[config.mk]
export PLATFORM = sky130hd
export DESIGN_NAME = lfu_counter_bank_flat
export DESIGN_NICKNAME = d
export VERILOG_FILES = /design/src/rtl/lfu_counter_bank_if.sv /design/src/rtl/lfu_counter_bank.sv /design/src/flat_wrapper.sv
export SDC_FILE = /design/constraint.sdc
export NUM_CORES = 1
export LEC_CHECK = 0
export ABC_AREA = 1
export CAP_MARGIN = 25
export CELL_PAD_IN_SITES_DETAIL_PLACEMENT = 0
export CELL_PAD_IN_SITES_GLOBAL_PLACEMENT = 1
export CORE_UTILIZATION = 46
export CTS_BUF_LIST = sky130_fd_sc_hd__clkbuf_8
export DETAILED_ROUTE_END_ITERATION = 10
export PLACE_DENSITY = 0.82
export SYNTH_ARGS = -nofsm -noshare
export SYNTH_HDL_FRONTEND = slang
export SYNTH_SLANG_ARGS = --single-unit
[constraint.sdc]
create_clock -name clk -period 2.2 [get_ports clk]
set_input_delay 0.22 -clock clk [delete_from_list [all_inputs] [get_ports clk]]
set_output_delay 0.22 -clock clk [all_outputs]
set_load 0.005 [all_outputs]
[src/rtl/lfu_counter_bank_if.sv]
// Access / LFU-comparator / eviction bundle for lfu_counter_bank.
// The slave modport is the counter bank; the master modport is the controller plus comparator side.
interface lfu_counter_bank_if #(
  parameter int WIDTH = 4,
  parameter int IDX_W = 2
);
  logic             acc_valid;
  logic             acc_ready;
  logic [IDX_W-1:0] acc_index;
  logic             acc_hit;
  logic [1:0]       acc_way;
  logic [WIDTH-1:0] count0;
  logic [WIDTH-1:0] count1;
  logic [WIDTH-1:0] count2;
  logic [WIDTH-1:0] count3;
  logic [1:0]       victim_sel;
  logic             evict_valid;
  logic [1:0]       evict_way;
  logic [IDX_W-1:0] evict_index;

  modport slave (
    input  acc_valid, acc_index, acc_hit, acc_way, victim_sel,
    output acc_ready, count0, count1, count2, count3,
           evict_valid, evict_way, evict_index
  );

  modport master (
    output acc_valid, acc_index, acc_hit, acc_way, victim_sel,
    input  acc_ready, count0, count1, count2, count3,
           evict_valid, evict_way, evict_index
  );
endinterface

[src/rtl/lfu_counter_bank.sv]
// Per-set 4-way access-frequency counters for an LFU cache: snapshot, update on hit/fill, write back.
// Optional: define LFU_AGING_EN to halve a set's counts when a saturated way is hit again.
module lfu_counter_bank #(
  parameter int WIDTH    = 4,
  parameter int NUM_SETS = 4,
  parameter int IDX_W    = 2
) (
  input  logic              clk,
  input  logic              reset,
  lfu_counter_bank_if.slave bus
);
  localparam logic [WIDTH-1:0] CNT_MAX = '1;

  typedef enum logic [1:0] {IDLE, EVAL, WRITE} state_t;

  state_t           state, state_nxt;
  logic             accept;
  logic [WIDTH-1:0] cnt      [NUM_SETS][4];
  logic [WIDTH-1:0] snap     [4];
  logic [WIDTH-1:0] snap_nxt [4];
  logic [IDX_W-1:0] idx_q;
  logic             hit_q;
  logic [1:0]       way_q;
  logic             evict_q;
  logic [1:0]       evict_way_q;
  logic [IDX_W-1:0] evict_index_q;

  always_ff @(posedge clk) begin
    if (reset) state <= IDLE;
    else       state <= state_nxt;
  end

  // NOTE: every variable assigned in always_comb gets a default first, so no path can infer a latch.
  always_comb begin
    state_nxt = state;
    accept    = 1'b0;
    unique case (state)
      IDLE: begin
        accept = bus.acc_valid;
        if (bus.acc_valid) state_nxt = EVAL;
      end
      EVAL:    state_nxt = WRITE;
      WRITE:   state_nxt = IDLE;
      default: state_nxt = IDLE;
    endcase
  end

  // Update applied to the snapshot during EVAL.
  always_comb begin
    snap_nxt = snap;
    if (hit_q) begin
      if (snap[way_q] != CNT_MAX) begin
        snap_nxt[way_q] = snap[way_q] + 1'b1;
      end else begin
`ifdef LFU_AGING_EN
        for (int w = 0; w < 4; w++) snap_nxt[w] = snap[w] >> 1;
        snap_nxt[way_q] = (snap[way_q] >> 1) + 1'b1;
`else
        snap_nxt[way_q] = CNT_MAX;
`endif
      end
    end else begin
      snap_nxt[bus.victim_sel] = WIDTH'(1);
    end
  end

  // NOTE: the counter array is cleared on reset because the LFU ordering must restart from zero;
  // sequential state uses non-blocking assignments only.
  always_ff @(posedge clk) begin
    if (reset) begin
      for (int s = 0; s < NUM_SETS; s++)
        for (int w = 0; w < 4; w++) cnt[s][w] <= '0;
      for (int w = 0; w < 4; w++) snap[w] <= '0;
      idx_q         <= '0;
      hit_q         <= 1'b0;
      way_q         <= '0;
      evict_q       <= 1'b0;
      evict_way_q   <= '0;
      evict_index_q <= '0;
    end else begin
      evict_q <= 1'b0;
      if (accept) begin
        idx_q <= bus.acc_index;
        hit_q <= bus.acc_hit;
        way_q <= bus.acc_way;
        snap  <= cnt[bus.acc_index];
      end
      if (state == EVAL) begin
        snap <= snap_nxt;
        if (!hit_q) begin
          evict_q       <= 1'b1;
          evict_way_q   <= bus.victim_sel;
          evict_index_q <= idx_q;
        end
      end
      if (state == WRITE) cnt[idx_q] <= snap;
    end
  end

  assign bus.acc_ready   = (state == IDLE);
  assign bus.count0      = snap[0];
  assign bus.count1      = snap[1];
  assign bus.count2      = snap[2];
  assign bus.count3      = snap[3];
  // A reset landing in WRITE aborts the access, so its eviction pulse is suppressed immediately.
  assign bus.evict_valid = evict_q & ~reset;
  assign bus.evict_way   = evict_way_q;
  assign bus.evict_index = evict_index_q;
endmodule

[src/flat_wrapper.sv]
// flat-port wrapper written by rule: the top's interface ports become plain ports
module lfu_counter_bank_flat 
#(
  parameter int WIDTH    = 4,
  parameter int NUM_SETS = 4,
  parameter int IDX_W    = 2
)
  (clk, reset, bus_acc_valid, bus_acc_index, bus_acc_hit, bus_acc_way, bus_victim_sel, bus_acc_ready, bus_count0, bus_count1, bus_count2, bus_count3, bus_evict_valid, bus_evict_way, bus_evict_index);
  lfu_counter_bank_if #(.WIDTH(WIDTH), .IDX_W(IDX_W)) bus_i ();
  input  logic clk;
  input  logic reset;
  input wire logic [$bits(bus_i.acc_valid)-1:0] bus_acc_valid;
  input wire logic [$bits(bus_i.acc_index)-1:0] bus_acc_index;
  input wire logic [$bits(bus_i.acc_hit)-1:0] bus_acc_hit;
  input wire logic [$bits(bus_i.acc_way)-1:0] bus_acc_way;
  input wire logic [$bits(bus_i.victim_sel)-1:0] bus_victim_sel;
  output wire logic [$bits(bus_i.acc_ready)-1:0] bus_acc_ready;
  output wire logic [$bits(bus_i.count0)-1:0] bus_count0;
  output wire logic [$bits(bus_i.count1)-1:0] bus_count1;
  output wire logic [$bits(bus_i.count2)-1:0] bus_count2;
  output wire logic [$bits(bus_i.count3)-1:0] bus_count3;
  output wire logic [$bits(bus_i.evict_valid)-1:0] bus_evict_valid;
  output wire logic [$bits(bus_i.evict_way)-1:0] bus_evict_way;
  output wire logic [$bits(bus_i.evict_index)-1:0] bus_evict_index;
  assign bus_i.acc_valid = bus_acc_valid;
  assign bus_i.acc_index = bus_acc_index;
  assign bus_i.acc_hit = bus_acc_hit;
  assign bus_i.acc_way = bus_acc_way;
  assign bus_i.victim_sel = bus_victim_sel;
  assign bus_acc_ready = bus_i.acc_ready;
  assign bus_count0 = bus_i.count0;
  assign bus_count1 = bus_i.count1;
  assign bus_count2 = bus_i.count2;
  assign bus_count3 = bus_i.count3;
  assign bus_evict_valid = bus_i.evict_valid;
  assign bus_evict_way = bus_i.evict_way;
  assign bus_evict_index = bus_i.evict_index;
  lfu_counter_bank #(.WIDTH(WIDTH), .NUM_SETS(NUM_SETS), .IDX_W(IDX_W)) u_core (.clk(clk), .reset(reset), .bus(bus_i));
endmodule
### After elaboration in Yosys (flattened, before gate mapping)

Memory sizes are Yosys's and may differ from the RTL's.
Index checks and enable logic that the tools add are counted.

* bits in registers: 28
* bits in writable memories: 64
* input bits: 10
* output and inout bits: 22
* logic and storage cells: 62
* memories: 1

* add/subtract/negate cells: 1
* order comparisons: 4
* eq/ne operators: 4
* muxes and demuxes: 24
* bitwise gates (word level): 10
* reduce and logical (&&, ||, !) cells: 7

Memory list
* u_core.cnt: words 4, bits a word 16, read ports 1, clocked after Yosys merged registers in 0, wr ports 4, line lfu_counter_bank.sv:18 `logic [WIDTH-1:0] cnt [NUM_SETS][4];`

Operators with widths (number)
* $mux W16: 5
* $bwmux W16: 1
* $demux W4 S2: 2
* $mux W4: 4
* $or A16 B16 Y16: 1
* $reduce_or A16 Y1: 1
* $and A12 B12 Y12: 1
* $not A12 Y12: 1
* $bmux W4 S2: 1
* $mux W1: 8
* $ge A3 B3 Y1 const B: 2
* $lt A3 B1 Y1 const B: 2
* $not A2 Y3: 2
* $add A4 B1 Y4 const B: 1
* $mux W2: 2
* $ne A4 B4 Y1 const B: 1
* $or A4 B4 Y4: 1
* $pmux W2 S2: 1
* $not A1 Y1: 3
* $eq A2 B1 Y1 const B: 1
* $eq A2 B2 Y1 const B: 1
* $logic_and A1 B1 Y1: 2
* $logic_not A2 Y1: 1
* $ne A2 B2 Y1 const B: 1
* other kinds (4): 4

### Depth between registers and ports, before layout

* depth in word-level cells: 9
* gate-level depth with buffers: 14
* gate-level depth less buffers: 13

### Worst setup path before layout

No wires, ideal clock.

* path type: input-to-reg
* from: in reset
* to: mem u_core.cnt[0][0] in the netlist's numbering, enable pin
* setup time: 372 ps
* data arrival time: 1595 ps
* data required time: 1828 ps
* path slack: 233 ps
* cell stages on the path: 5
* buffers on the path: 2
* cell sequence: clkbuf_1 -> nor3_1 -> nand3_1 -> clkbuf_1 -> nand2_1

RTL lines
* start: declaration: line flat_wrapper.sv:11 `input logic reset;`
* end: declaration: line lfu_counter_bank.sv:18

### Final worst setup path

* from: reg u_core.way_q[0]
* to: reg u_core.snap (netlist bit u_core.bus.count0[1])

* longest elaborated chain between the ends: 9
* elaborated cells between the ends (all ways): 16
* those cells by class: 1 x add/sub; 2 x order compare; 1 x eq/ne; 9 x mux; 2 x bitwise; 1 x reduce/logical

Ends and longest elaborated chain
* start: declaration: line lfu_counter_bank.sv:23 `logic [1:0] way_q;`
* start signal: assignment: line lfu_counter_bank.sv:85 `way_q <= bus.acc_way;`
* $not A2 Y3 (not written as such) (*): line lfu_counter_bank.sv:52, lfu_counter_bank.sv:53, lfu_counter_bank.sv:59
* $bmux W4 S2 (tied with other cells): line lfu_counter_bank.sv:52, lfu_counter_bank.sv:53
* $mux W4 (not written as such) or $logic_and A1 B1 Y1 (tied branches): line lfu_counter_bank.sv:52, lfu_counter_bank.sv:53, lfu_counter_bank.sv:59
* $mux W4, on equally long branches: line lfu_counter_bank.sv:52, lfu_counter_bank.sv:53, lfu_counter_bank.sv:59
* $add A4 B1 Y4 or $demux W4 S2 (tied branches): line lfu_counter_bank.sv:53, lfu_counter_bank.sv:59
* $bwmux W16 or $or A16 B16 Y16 (tied branches)
* $mux W16 (*): line lfu_counter_bank.sv:52 `if (snap[way_q] != CNT_MAX) begin`
* $mux W16 (*): line lfu_counter_bank.sv:51 `if (hit_q) begin`
* $mux W16 (*): line lfu_counter_bank.sv:88 `if (state == EVAL) begin`
* end signal: assignment: line lfu_counter_bank.sv:86 `snap <= cnt[bus.acc_index];`
* end signal: assignment: line lfu_counter_bank.sv:89 `snap <= snap_nxt;`
* end: declaration: line lfu_counter_bank.sv:19 `logic [WIDTH-1:0] snap [4];`

Mark *: on every way between the ends. The rest lies on a longest branch, timed or not. The select of a mux whose other input is x is not followed.
A chain may end at the register's enable or synchronous reset.

==> flow_metrics.env <==
export IMPL_n_antenna_cell=0
export IMPL_ys_async_sr_fraction_pct=0
export IMPL_hold_viol_final=0
export IMPL_ys_seq_elements=92
export IMPL_setup_worst_path_end="u_core.bus.count0[1]$_SDFFE_PP0P_"
export IMPL_yosysWarnings=0
export IMPL_tightest_slew_ns=0.625
export IMPL_dp_hpwl_um=8720
export IMPL_ys_types=30
export IMPL_maxCapViolCount=0
export IMPL_r2r_start="u_core.way_q[0]$_SDFFE_PP0P_"
export IMPL_synthTopCellsByCount="nor2_1, nand2_1, edfxtp_1"
export IMPL_slowest_stage="dfxtp_1"
export IMPL_port_buffers=31
export IMPL_clockRootBuffer="clkbuf_8"
export IMPL_worst_slack_ns=0.296
export IMPL_grt_pass1_vias=3697
export IMPL_worstReg2RegEnd="u_core.bus.count0[1]$_SDFFE_PP0P_"
export IMPL_p_int_w=0.00270
export IMPL_cp_start_kind="register"
export IMPL_crit_path_end_kind="register"
export IMPL_ir_worst_vdd_v=0.000319
export IMPL_dr_pass1_iters=5
export IMPL_leakage_nw=2.11
export IMPL_synth_top_cell_area_share_pct=42.4
export IMPL_path_cells="buf_4 -> nand2_2 -> inv_2 -> nand2_1 -> nand3_2 -> nand3_4 -> nand2_2 -> o21ai_2 -> inv_2 -> o21ai_1 -> nor2_1"
export IMPL_min_path_cells=3
export IMPL_clock_latency_ns=0.37
export IMPL_min_path_type="in2reg"
export IMPL_postCtsSetupRepairBufs=0
export IMPL_grt_antenna_before_repair=0
export IMPL_synth_edf_count=64
export IMPL_die_height_um=101
export IMPL_crit_path_max_fanout=12
export IMPL_wl_per_cell_um=17.8
export IMPL_vias=3965
export IMPL_reg2regPathDepth=11
export IMPL_placementRows=35
export IMPL_min_from="bus_acc_way[1]"
export IMPL_worstPathRequired_ns=2.47
export IMPL_p_sw_share_pct=29.1
export IMPL_synthMostInstantiatedCell="nor2_1"
export IMPL_power_density_mw_per_mm2=720
export IMPL_syn_num_nets=553
export IMPL_synth_area_mm2=0.00453
export IMPL_post_route_cells_drive_above_1_share_pct=10.8
export IMPL_clk_path_buf_depth=2
export IMPL_slowest_delay_ns=0.33
export IMPL_post_route_util_pct=56.6
export IMPL_timing_hold_ws_ns=0.477
export IMPL_finalSetupViolations=0
export IMPL_power_switching_w=0.00111
export IMPL_maxSlewViolCount=0
export IMPL_die_w_um=101
export IMPL_via_per_inst=5.50
export IMPL_first_iter_violations=245
export IMPL_seqPwrFrac_pct=52.7
export IMPL_fin_crit_sh_pct=86.5
export IMPL_path_class="reg2reg"
export IMPL_drt_antenna_violating_nets=0
export IMPL_tns_ns=0
export IMPL_grt_pass1_wl_um=20000
export IMPL_synth_ff_type="edfxtp_1"
export IMPL_p_clk_share_pct=29.8
export IMPL_cp_data_arrival_time_ns=2.17
export IMPL_gr_usage_all_layers_pct=26.7
export IMPL_skew_ns=0.0127
export IMPL_ctsResizeCount=0
export IMPL_design_die_area_mm2=0.0102
export IMPL_cts_buffers=9
export IMPL_clk_pin_slew_worst_paths_ns=0.10
export IMPL_avgSynthCellArea_um2=8.35
export IMPL_grt_max_degree=33
export IMPL_startpoint="u_core.way_q[0]$_SDFFE_PP0P_"
export IMPL_min_period_ns=1.90
export IMPL_clock_sinks=92
export IMPL_htree_levels=3
export IMPL_max_freq_ghz=0.525
export IMPL_cts_tree="built"
export IMPL_ios=32
export IMPL_place_ws_ns=0.249
export IMPL_synth_area_leaders="edfxtp_1, dfxtp_1, nor2_1"
export IMPL_overflow=0
export IMPL_cts_hold_buf=0
export IMPL_status="finished, final reports clean"
export IMPL_relSlewSlack_pct=58.3
export IMPL_rsz0062_at_grt="false"
export IMPL_combinationalPowerShare_pct=17.4
export IMPL_area_growth_pct=17.2
export IMPL_totalPowerFinal_w=0.00382
export IMPL_remaining_drc_errors=0
export IMPL_initial_core_util_pct=48.3
export IMPL_seq_area_frac_synth_pct=54.8
export IMPL_wl_um=12800
export IMPL_syn_inst=542
export IMPL_nets=598
export IMPL_coreArea_mm2=0.00937
export IMPL_gp_congestion=0.949
export IMPL_r2r_slack_ns=0.30
export IMPL_synth_area_leader_cell="edfxtp_1"
==> worst min path at each step <==
stage,slack (ns),endpoint
6_report,0.48,u_core.way_q[1]$_SDFFE_PP0P_
5_1_grt,0.53,u_core.hit_q$_SDFFE_PP0P_
4_1_cts,0.48,u_core.way_q[1]$_SDFFE_PP0P_
3_5_place_dp,0.51,u_core.bus.evict_way[1]$_SDFFE_PP0P_
3_3_place_gp,0.50,u_core.bus.evict_way[1]$_SDFFE_PP0P_
2_1_floorplan,0.35,u_core.bus.evict_way[1]$_SDFFE_PP0P_
==> power groups by stage <==
stage          clock (W)  combinational (W)  sequential [W]
2_1_floorplan          0           0.000388         0.00203
3_3_place_gp           0           0.000658         0.00205
3_5_place_dp           0           0.000660         0.00205
4_1_cts          0.00115           0.000663         0.00201
5_1_grt          0.00122           0.000739         0.00202
6_report         0.00114           0.000665         0.00201
==> cell usage in the layout (no fill, tap or decap), types with 2 or more instances in the layout <==
| master | instances |
|---|---|
| nor2_1 | 117 |
| nand2_1 | 109 |
| edfxtp_1 | 64 |
| a21oi_1 | 36 |
| inv_1 | 34 |
| nand3_1 | 33 |
| clkdlybuf4s50_1 | 31 |
| o21ai_0 | 29 |
| dfxtp_1 | 28 |
| buf_4 | 27 |
| o21ai_1 | 15 |
| clkbuf_8 | 9 |
| a31oi_1 | 8 |
| a221o_1 | 8 |
| inv_2 | 7 |
| nand2_2 | 4 |
| o221ai_1 | 4 |
| o21ai_2 | 4 |
| nand4_1 | 4 |
| o22ai_1 | 4 |
| clkinv_1 | 2 |
| clkinv_4 | 2 |
==> state kept, by name (all words and copies together), names as in the netlist <==
register / flops
u_core.way_q: 2
u_core.bus.count0: 4
u_core.bus.evict_way: 2
u_core.bus.count2: 4
u_core.state: 2
u_core.cnt: 64
u_core.hit_q: 1
u_core.idx_q: 2
u_core.bus.count3: 4
u_core.evict_q: 1
u_core.bus.count1: 4
u_core.bus.evict_index: 2
==> cell type report <==
| class | count | area (um^2) |
|---|---|---|
| Clock buffer | 9 | 124 |
| Clock inverter | 7 | 67.6 |
| Fill cell | 918 | 4070 |
| Inverter | 40 | 150 |
| Multi-Input combinational cell | 385 | 1790 |
| Sequential cell | 92 | 2480 |
| Tap cell | 129 | 161 |
| Timing Repair Buffer | 59 | 533 |
==> worst max-delay path: cells and delay by family (launching register included) <==
| kind | cells | cell delay, ns |
|---|---|---|
| buffers and inverters | 3 | 0.33 |
| and+or+nand+nor | 6 | 0.69 |
| AOI/OAI and AO/OA | 2 | 0.46 |
| DFF | 1 | 0.33 |
==> per-layer routing <==
layer  vias up  GRT usage [%]  routed length [um]  part of all wire, %
li1       1914              -                   -                    -
met1      1896           37.3                5680                   44
met2       139           43.1                6120                   48
met3        16           4.14                 797                  6.2
met4         0           8.14                 225                  1.8
met5         -              0                   0                    0
==> stage by stage <==
stage               cell area (um^2)  instances
global placement                5110        705
detailed placement              5110        705
floorplan                       4530        542
global route                    5310        721
finish                          5310        721
CTS                             5300        721
==> cells by family after synthesis <==
group | share of synthesized area [%]
buf+inv | 5.78
flops | 54.8
compound gates | 14.0
fa+ha+maj | 0.276
simple gates | 25.1
(Power assumes the default switching activity.)
